File: config.mk
export PLATFORM = sky130hd
export DESIGN_NAME = fetch_stage
export DESIGN_NICKNAME = d
export VERILOG_FILES = /design/src/rtl/fetch_pkg.sv /design/src/rtl/fetch_skid_buf.sv /design/src/rtl/fetch_stage.sv
export SDC_FILE = /design/constraint.sdc
export NUM_CORES = 1
export LEC_CHECK = 0
export CAP_MARGIN = 20
export CORE_ASPECT_RATIO = 0.8
export CORE_MARGIN = 1.5
export CORE_UTILIZATION = 47
export CTS_BUF_LIST = sky130_fd_sc_hd__clkbuf_2
export DETAILED_ROUTE_END_ITERATION = 16
export PLACE_DENSITY = 0.75
export SETUP_SLACK_MARGIN = 0.02
export SYNTH_ARGS = -nofsm -noshare
export SYNTH_HDL_FRONTEND = slang
export SYNTH_SLANG_ARGS = --single-unit
File: constraint.sdc
create_clock -name clk -period 3 [get_ports clk]
set_input_delay 0.6 -clock clk [delete_from_list [all_inputs] [get_ports clk]]
set_output_delay 0.6 -clock clk [all_outputs]
set_load 0.005 [all_outputs]
File: src/rtl/fetch_pkg.sv
// Shared definitions for the instruction fetch stage: data width, reset
// vector, the NOP word and the fetch FSM state encoding.
package fetch_pkg;

    localparam int XLEN = 32;

    localparam logic [XLEN-1:0] RESET_PC  = 32'h0000_0000;
    localparam logic [XLEN-1:0] NOP_INSTR = 32'h0000_0013;  // addi x0, x0, 0

    typedef enum logic [1:0] {
        S_IDLE = 2'd0,
        S_REQ  = 2'd1,
        S_WAIT = 2'd2,
        S_HOLD = 2'd3
    } fetch_state_t;

    // Sequential successor address; wraps modulo 2^32.
    function automatic logic [XLEN-1:0] pc_plus4(input logic [XLEN-1:0] pc);
        return pc + 32'd4;
    endfunction

    // Redirect targets are forced onto a word boundary.
    function automatic logic [XLEN-1:0] align_pc(input logic [XLEN-1:0] pc);
        return {pc[XLEN-1:2], 2'b00};
    endfunction

endpackage

File: src/rtl/fetch_skid_buf.sv
// One-entry buffer holding an instruction word and its PC while decode is
// stalled. clear_i wins over load_i, which wins over unload_i.
module fetch_skid_buf
    import fetch_pkg::*;
(
    input  logic            clk,
    input  logic            rst_n,
    input  logic            load_i,
    input  logic            unload_i,
    input  logic            clear_i,
    input  logic [XLEN-1:0] instr_i,
    input  logic [XLEN-1:0] pc_i,
    output logic            valid_o,
    output logic [XLEN-1:0] instr_o,
    output logic [XLEN-1:0] pc_o
);

    logic            valid_q;
    logic [XLEN-1:0] instr_q;
    logic [XLEN-1:0] pc_q;

    // Buffer occupancy and payload capture.
    always_ff @(posedge clk or negedge rst_n) begin
        if (!rst_n) begin
            valid_q <= 1'b0;
            instr_q <= NOP_INSTR;
            pc_q    <= '0;
        end else if (clear_i) begin
            valid_q <= 1'b0;
        end else if (load_i) begin
            valid_q <= 1'b1;
            instr_q <= instr_i;
            pc_q    <= pc_i;
        end else if (unload_i) begin
            valid_q <= 1'b0;
        end
    end

    assign valid_o = valid_q;
    assign instr_o = instr_q;
    assign pc_o    = pc_q;

endmodule

File: src/rtl/fetch_stage.sv
// Instruction fetch stage: keeps PCF, issues one memory request at a time,
// and delivers words into the decode registers. Handshake: a request is
// transferred on a cycle where ImemReq and ImemGnt are both high; the
// address is held until then; exactly one response (ImemRValid) follows
// each granted request. Redirects flush decode and drop any in-flight
// response with the Drop flag.
module fetch_stage
    import fetch_pkg::*;
(
    input  logic            clk,
    input  logic            rst_n,
    input  logic            PCSrcE,
    input  logic [XLEN-1:0] PCTargetE,
    input  logic            StallD,
    output logic            ImemReq,
    output logic [XLEN-1:0] ImemAddr,
    input  logic            ImemGnt,
    input  logic            ImemRValid,
    input  logic [XLEN-1:0] ImemRData,
    output logic            ValidD,
    output logic [XLEN-1:0] InstrD,
    output logic [XLEN-1:0] PCD,
    output logic [XLEN-1:0] PCPlus4D,
    output logic [1:0]      state_o,
    output logic            drop_o
);

    fetch_state_t    state_q, state_d;
    logic [XLEN-1:0] pcf_q, pcf_d;
    logic            drop_q, drop_d;
    logic            valid_q, valid_d;
    logic [XLEN-1:0] instr_q, instr_d;
    logic [XLEN-1:0] pcd_q, pcd_d;
    logic [XLEN-1:0] pcp4_q, pcp4_d;

    logic            skid_load, skid_unload, skid_valid;
    logic [XLEN-1:0] skid_instr, skid_pc;
    logic            dec_free;

    assign dec_free = !valid_q || !StallD;

    fetch_skid_buf u_skid (
        .clk      (clk),
        .rst_n    (rst_n),
        .load_i   (skid_load),
        .unload_i (skid_unload),
        .clear_i  (PCSrcE),
        .instr_i  (ImemRData),
        .pc_i     (pcf_q),
        .valid_o  (skid_valid),
        .instr_o  (skid_instr),
        .pc_o     (skid_pc)
    );

    // Next-state logic: redirect first, then per-state fetch progress.
    always_comb begin
        state_d     = state_q;
        pcf_d       = pcf_q;
        drop_d      = drop_q;
        valid_d     = valid_q;
        instr_d     = instr_q;
        pcd_d       = pcd_q;
        pcp4_d      = pcp4_q;
        skid_load   = 1'b0;
        skid_unload = 1'b0;

        // Decode consumes the live instruction whenever it is not stalled.
        if (valid_q && !StallD) valid_d = 1'b0;

        if (PCSrcE) begin
            pcf_d   = align_pc(PCTargetE);
            valid_d = 1'b0;
            case (state_q)
                S_REQ: begin
                    if (ImemGnt) begin
                        state_d = S_WAIT;
                        drop_d  = 1'b1;
                    end else begin
                        state_d = S_REQ;
                    end
                end
                S_WAIT: begin
                    if (ImemRValid) begin
                        // The outstanding response arrives now and is discarded.
                        state_d = S_REQ;
                        drop_d  = 1'b0;
                    end else begin
                        state_d = S_WAIT;
                        drop_d  = 1'b1;
                    end
                end
                default: state_d = S_REQ;
            endcase
        end else begin
            case (state_q)
                S_IDLE: state_d = S_REQ;
                S_REQ: begin
                    if (ImemGnt) state_d = S_WAIT;
                end
                S_WAIT: begin
                    if (ImemRValid) begin
                        if (drop_q) begin
                            drop_d  = 1'b0;
                            state_d = S_REQ;
                        end else if (dec_free) begin
                            instr_d = ImemRData;
                            pcd_d   = pcf_q;
                            pcp4_d  = pc_plus4(pcf_q);
                            valid_d = 1'b1;
                            pcf_d   = pc_plus4(pcf_q);
                            state_d = S_REQ;
                        end else begin
                            skid_load = 1'b1;
                            state_d   = S_HOLD;
                        end
                    end
                end
                S_HOLD: begin
                    if (!StallD && skid_valid) begin
                        skid_unload = 1'b1;
                        instr_d     = skid_instr;
                        pcd_d       = skid_pc;
                        pcp4_d      = pc_plus4(skid_pc);
                        valid_d     = 1'b1;
                        pcf_d       = pc_plus4(pcf_q);
                        state_d     = S_REQ;
                    end
                end
                default: state_d = S_IDLE;
            endcase
        end
    end

    // FSM state, PCF, Drop flag and decode registers.
    always_ff @(posedge clk or negedge rst_n) begin
        if (!rst_n) begin
            state_q <= S_IDLE;
            pcf_q   <= RESET_PC;
            drop_q  <= 1'b0;
            valid_q <= 1'b0;
            instr_q <= NOP_INSTR;
            pcd_q   <= '0;
            pcp4_q  <= '0;
        end else begin
            state_q <= state_d;
            pcf_q   <= pcf_d;
            drop_q  <= drop_d;
            valid_q <= valid_d;
            instr_q <= instr_d;
            pcd_q   <= pcd_d;
            pcp4_q  <= pcp4_d;
        end
    end

    assign ImemReq  = (state_q == S_REQ);
    assign ImemAddr = pcf_q;
    assign ValidD   = valid_q;
    assign InstrD   = instr_q;
    assign PCD      = pcd_q;
    assign PCPlus4D = pcp4_q;
    assign state_o  = state_q;
    assign drop_o   = drop_q;

endmodule

After elaboration in Yosys (flattened, before gate mapping)
Index checks and enable logic that the tools add are counted.

word-level totals
  register bits after elaboration = 197
  bits of input ports = 70
  output and inout port bits = 133
  word-level logic and storage cells = 95

cells by class
  add/subtract/negate cells = 2
  equal/unequal tests = 13
  multiplexer cells = 52
  bitwise operators = 1
  reduce and logical (&&, ||, !) cells = 17

operator list
  kind                     number
  $mux W32                 14
  $pmux W32 S2             4
  $add A32 B3 Y32 const B  2
  $mux W1                  22
  $mux W2                  8
  $ne A3 B3 Y1 const B     4
  $ne A2 B2 Y1 const B     4
  $pmux W2 S4              1
  $reduce_bool A2 Y1       4
  $ne A3 B2 Y1 const B     2
  $reduce_and A6 Y1        1
  $reduce_bool A3 Y1       2
  $reduce_and A5 Y1        1
  $eq A2 B2 Y1 const B     2
  $pmux W1 S2              2
  $pmux W2 S2              1
  $reduce_and A4 Y1        1
  $reduce_and A3 Y1        1
  $eq A2 B1 Y1 const B     1
  $logic_and A1 B1 Y1      2
  $logic_not A1 Y1         2
  $logic_not A2 Y1         1
  $reduce_and A2 Y1        1
  $logic_or A1 B1 Y1       1
  $not A1 Y1               1

Logic depth before layout (Yosys ltp)
Gate-level depths: netlist (run 1).

  word-level depth = 9
  gate-level depth with buffers = 11
  gate-level depth less buffers = 7

By module
From an unflattened synthesis (run 1), not the netlist that was laid out.

unflattened totals
  cells, all modules = 994
  area, all modules = 10218.6 µm²

modules (own cells, without submodules)
  module          instances  cells an instance  area each (µm²)  seq. area each (µm²)
  fetch_stage     1          854                7473.4           3206.8
  fetch_skid_buf  1          140                2745.1           1630.3

Worst setup path after synthesis (run 1)
Ideal clock, no wire load.

  path kind = reg2reg
  start point = register state_q[0] (netlist: state_o[0])
  end point = register pcp4_q[25] (netlist: PCPlus4D[25])
  setup time = 95 ps
  data arrival time = 2182 ps
  data required time = 2905 ps
  path slack = 723 ps
  stages on the path, launching flop included = 12
  path buffers = 4
  period minus slack after synthesis = 2277 ps
  path through = dfrtp_1 -> inv_1 -> ha_1 -> buf_2 -> and3b_1 -> o21a_1 -> clkbuf_1 -> o21ai_2 -> buf_2 -> clkbuf_1 -> nand2_1 -> o31ai_1

between the ends
  word-level cells in the longest chain between the ends = 3
  elaborated cells between the ends (all ways) = 9
  classes of those cells = eq/ne (6); mux (1); reduce/logical (2)

RTL lines
  what                                                                 line                text
  from (decl)                                                          fetch_stage.sv:28   fetch_state_t state_q, state_d;
  from (signal assigned)                                               fetch_stage.sv:145  state_q <= state_d;
  $eq A2 B2 Y1                                                         fetch_stage.sv:95   case (state_q)
  $ne A2 B2 Y1 (no source line) or $reduce_bool A2 Y1 (tied branches)  --
  $reduce_and A6 Y1 (no source line)                                   --
  to (signal assigned)                                                 fetch_stage.sv:151  pcp4_q <= pcp4_d;
  to (decl)                                                            fetch_stage.sv:34   logic [XLEN-1:0] pcp4_q, pcp4_d;

Several ways; a longest one is shown, not always the timed one.
A chain may end at the register's enable or synchronous reset.

Worst setup path after layout (run 1)
  start point = register state_q[1] (netlist: state_o[1])
  end point = output ImemReq

between the ends
  word-level cells in the longest chain between the ends = 1

RTL lines
  what          line                text
  $eq A2 B1 Y1  fetch_stage.sv:155  assign ImemReq = (state_q == S_REQ);
  to (decl)     fetch_stage.sv:15   output logic ImemReq,

Every way passes these cells.

==> impl_metrics.tcl, run 1 <==
set metrics [dict create \
    clk_latency_ps 810 \
    maxCapViolCount 0 \
    worstHoldPathType "in -> reg" \
    max_freq_mhz 366 \
    ys_seq_area_frac 0.480 \
    yosysWarnings 0 \
    core_area_mm2 0.0206 \
    wl_per_cell_um 18.3 \
    finalWeightedCongestion 0.884 \
    place_hpwl_um 19000 \
    ys_ff_latch 189 \
    grt_pass1_wl_um 41500 \
    via_count 8000 \
    hold_ws_ps 210 \
    timing.rr.end "PCPlus4D[31]" \
    clock_power_share 0.175 \
    p_total_mw 7.23 \
    htree_levels 4 \
    r2r_start "u_skid.pc_o[17]" \
    avgSynthCellArea_um2 9.93 \
    tns_ps 0 \
    ant_nets 0 \
    dieWidth_um 165 \
    routed_via_density 5.57 \
    rrSetupSlack_ps 420 \
    fin_area_mm2 0.0123 \
    worstMarginPinSlew_ps 677 \
    synth-async-reset-ratio 1.00 \
    power.internal_mw 4.76 \
    place_area_mm2 0.0121 \
    switching_power_mw 2.48 \
    layout.cells.non_filler 1435 \
    cts_setup_buffers 0 \
    clk_pin_slew_worst_paths_ps 270 \
    cts_buffer_depth 2 \
    routed_wl_um 26200 \
    drt_iter0_drc 619 \
    antenna_found_initial 1 \
    seq_power_share 0.476 \
    drive_gt1_frac 0.125 \
    synthFlopType "dfrtp_1" \
    finalHoldViolCount 0 \
    period_needed_ps 2730 \
    die-area_mm2 0.0219 \
    setup_violations 0 \
    finalCritPeriodShare 0.911 \
    synth_cells 993 \
    grt_max_degree 71 \
    p_per_area_mw_per_mm2 586 \
    final_nets 1226 \
    grtUsageTotal 0.244 \
    synth_edf_count 0 \
    grt_pass1_vias 7507 \
    dp.cells 1400 \
    drcViolationCount 0 \
    p_comb_frac 0.348 \
    syn_area_mm2 0.00986 \
    leakagePower_nw 5.08 \
    drt_pass1_iterations 7 \
    skew_ps 63.6 \
    critPathArrivalTime_ps 2130 \
    initial_core_util 0.478 \
    fp.dieH_um 133 \
    io_buffers 194 \
    final_max_slew_viol_count 0 \
    areaGrowthSynthToFinish_pct 25.0 \
    rsz0062_at_grt "false" \
    critPathMaxFanout 5 \
    startpoint "state_o[1]" \
    rows 47 \
    slew_headroom 0.544 \
    clockRootBuffer "clkbuf_2" \
    grt_overflow_total 0 \
    path_class "reg -> out" \
    cts_tree "done" \
    hold_start "PCSrcE" \
    start_kind "register" \
    p_sw_frac 0.342 \
    ys_types 54 \
    hold_path_end "state_o[0]" \
    cp_data_required_time_ps 2400 \
    io_pins 203 \
    cts_buffers 17 \
    status "completed" \
    rr_worst_depth 5 \
    vdd_drop_max_v 0.000399 \
    clock_sinks 189 \
    holdPathStages 4 \
    endpoint_kind "output port" \
]
-- cells by family after synthesis --
kind of cell	share of synthesized area
AO/OA/AOI/OAI	0.124
XOR/XNOR	0.0506
adder cells (fa/ha/maj)	0.00634
buffers and inverters	0.0478
flip-flops	0.480
multiplexers	0.141
other	0.000380
AND/OR/NAND/NOR	0.150
-- flip-flops by register name (all words and copies together), names as in the netlist --
name,cells
InstrD,32
u_skid.instr_o,32
ImemAddr,30
PCD,30
PCPlus4D,30
u_skid.pc_o,30
state_o,2
ValidD,1
drop_o,1
u_skid.valid_o,1
-- routing by layer --
| layer | vias to the layer above | share of wire | global-route usage |
|---|---|---|---|
| met5 | - | 0 | 0 |
| met4 | 0 | 0.010 | 0.0380 |
| met3 | 25 | 0.10 | 0.0749 |
| met2 | 315 | 0.44 | 0.355 |
| met1 | 3826 | 0.45 | 0.363 |
| li1 | 3834 | - | - |
-- placed cells by master (no fill, tap or decap), types with 4 or more instances in the layout --
cell	instances
a31oi_1	4
o21a_1	6
a21oi_1	20
nor2b_1	4
o211ai_1	8
or4_1	6
inv_6	4
mux2_2	60
nand2_1	147
mux2i_1	71
nor3_1	37
xnor2_1	33
nor4_1	11
clkbuf_2	17
clkdlybuf4s50_1	192
a21boi_0	7
xor2_1	24
nand4_1	19
o2111ai_1	6
and4_1	11
nor3b_1	7
a211oi_1	5
dfrtp_1	183
o31a_1	5
o31ai_1	15
o21ai_0	122
and3_1	5
dfstp_2	6
conb_1	6
buf_12	7
inv_1	11
buf_4	25
nor2_1	13
nand3_1	16
ha_1	4
-- worst max path at each step --
stage	end	slack, ps	depth (start not counted)
finish	ImemReq	270	3
global route	ImemReq	130	3
CTS	ImemReq	200	3
detailed placement	ImemAddr[18]	360	6
global placement	ImemAddr[30]	360	6
floorplan	PCPlus4D[25]	720	11
-- synth_stat cells, types with 5 or more instances --
| cell type | count | area share |
|---|---|---|
| a211oi_1 | 5 | 0.0038 |
| a21boi_0 | 7 | 0.0053 |
| a21oi_1 | 20 | 0.010 |
| and3_1 | 5 | 0.0032 |
| and4_1 | 11 | 0.0098 |
| buf_2 | 34 | 0.017 |
| buf_4 | 6 | 0.0046 |
| clkbuf_1 | 48 | 0.018 |
| dfrtp_1 | 183 | 0.46 |
| dfstp_2 | 6 | 0.016 |
| ha_1 | 5 | 0.0063 |
| inv_1 | 11 | 0.0042 |
| mux2_2 | 60 | 0.068 |
| mux2i_1 | 71 | 0.072 |
| nand2_1 | 147 | 0.056 |
| nand3_1 | 16 | 0.0081 |
| nand4_1 | 19 | 0.012 |
| nor2_1 | 13 | 0.0049 |
| nor3_1 | 38 | 0.019 |
| nor3b_1 | 7 | 0.0053 |
| nor4_1 | 11 | 0.0070 |
| o2111ai_1 | 6 | 0.0053 |
| o211ai_1 | 8 | 0.0061 |
| o21a_1 | 6 | 0.0046 |
| o21ai_0 | 122 | 0.062 |
| o31a_1 | 5 | 0.0044 |
| o31ai_1 | 15 | 0.011 |
| or4_1 | 6 | 0.0046 |
| xnor2_1 | 33 | 0.029 |
| xor2_1 | 24 | 0.021 |
-- critical path, stage by stage (launching register included) --
cell             delay (ps)
dfrtp_1                 520
inv_1                    80
ha_1                    220
clkdlybuf4s50_1         530
-- timing repair --
action                                  CTS  global route
endpoints found under the setup margin    0             0
hold endpoints to repair                 64             0
hold buffers                              1             0
gates resized for setup                   0             0
-- cell type report --
| type | instances | area, µm² |
|---|---|---|
| Fill cell | 1740 | 8310 |
| Sequential cell | 189 | 4740 |
| Clock inverter | 15 | 146 |
| Multi-Input combinational cell | 704 | 4700 |
| Antenna cell | 2 | 5.00 |
| Clock buffer | 17 | 85.1 |
| Inverter | 12 | 45.0 |
| Timing Repair Buffer | 227 | 2280 |
| Tap cell | 269 | 337 |
-- power groups by stage --
stage | combinational (mW) | clock (mW) | sequential [mW]
final | 2.52 | 1.27 | 3.45
after global routing | 2.76 | 1.42 | 3.52
after CTS | 2.54 | 1.30 | 3.45
after detailed placement | 2.53 | 0 | 3.50
after global placement | 2.50 | 0 | 3.48
after floorplan | 1.09 | 0 | 3.40
-- stage by stage --
step / setup WS, ps / util
CTS: 200 / 0.597
finish: 268 / 0.598
detailed placement: 359 / 0.586
floorplan: 723 / -
global placement: 362 / 0.586
global route: 131 / 0.597
Note: power is estimated with default switching activity, not from simulation.
==> inputs of run 2 (changes only) <==
Settings changed: TNS_END_PERCENT set to 100.
==> results of run 2 <==
No change in the layout: final DEF, timing and power equal those of run 1.
==> inputs of run 3 (changes only) <==
Settings changed: CAP_MARGIN 20 to 25.
==> results of run 3 <==
No change in the layout: final DEF, timing and power equal those of run 1.
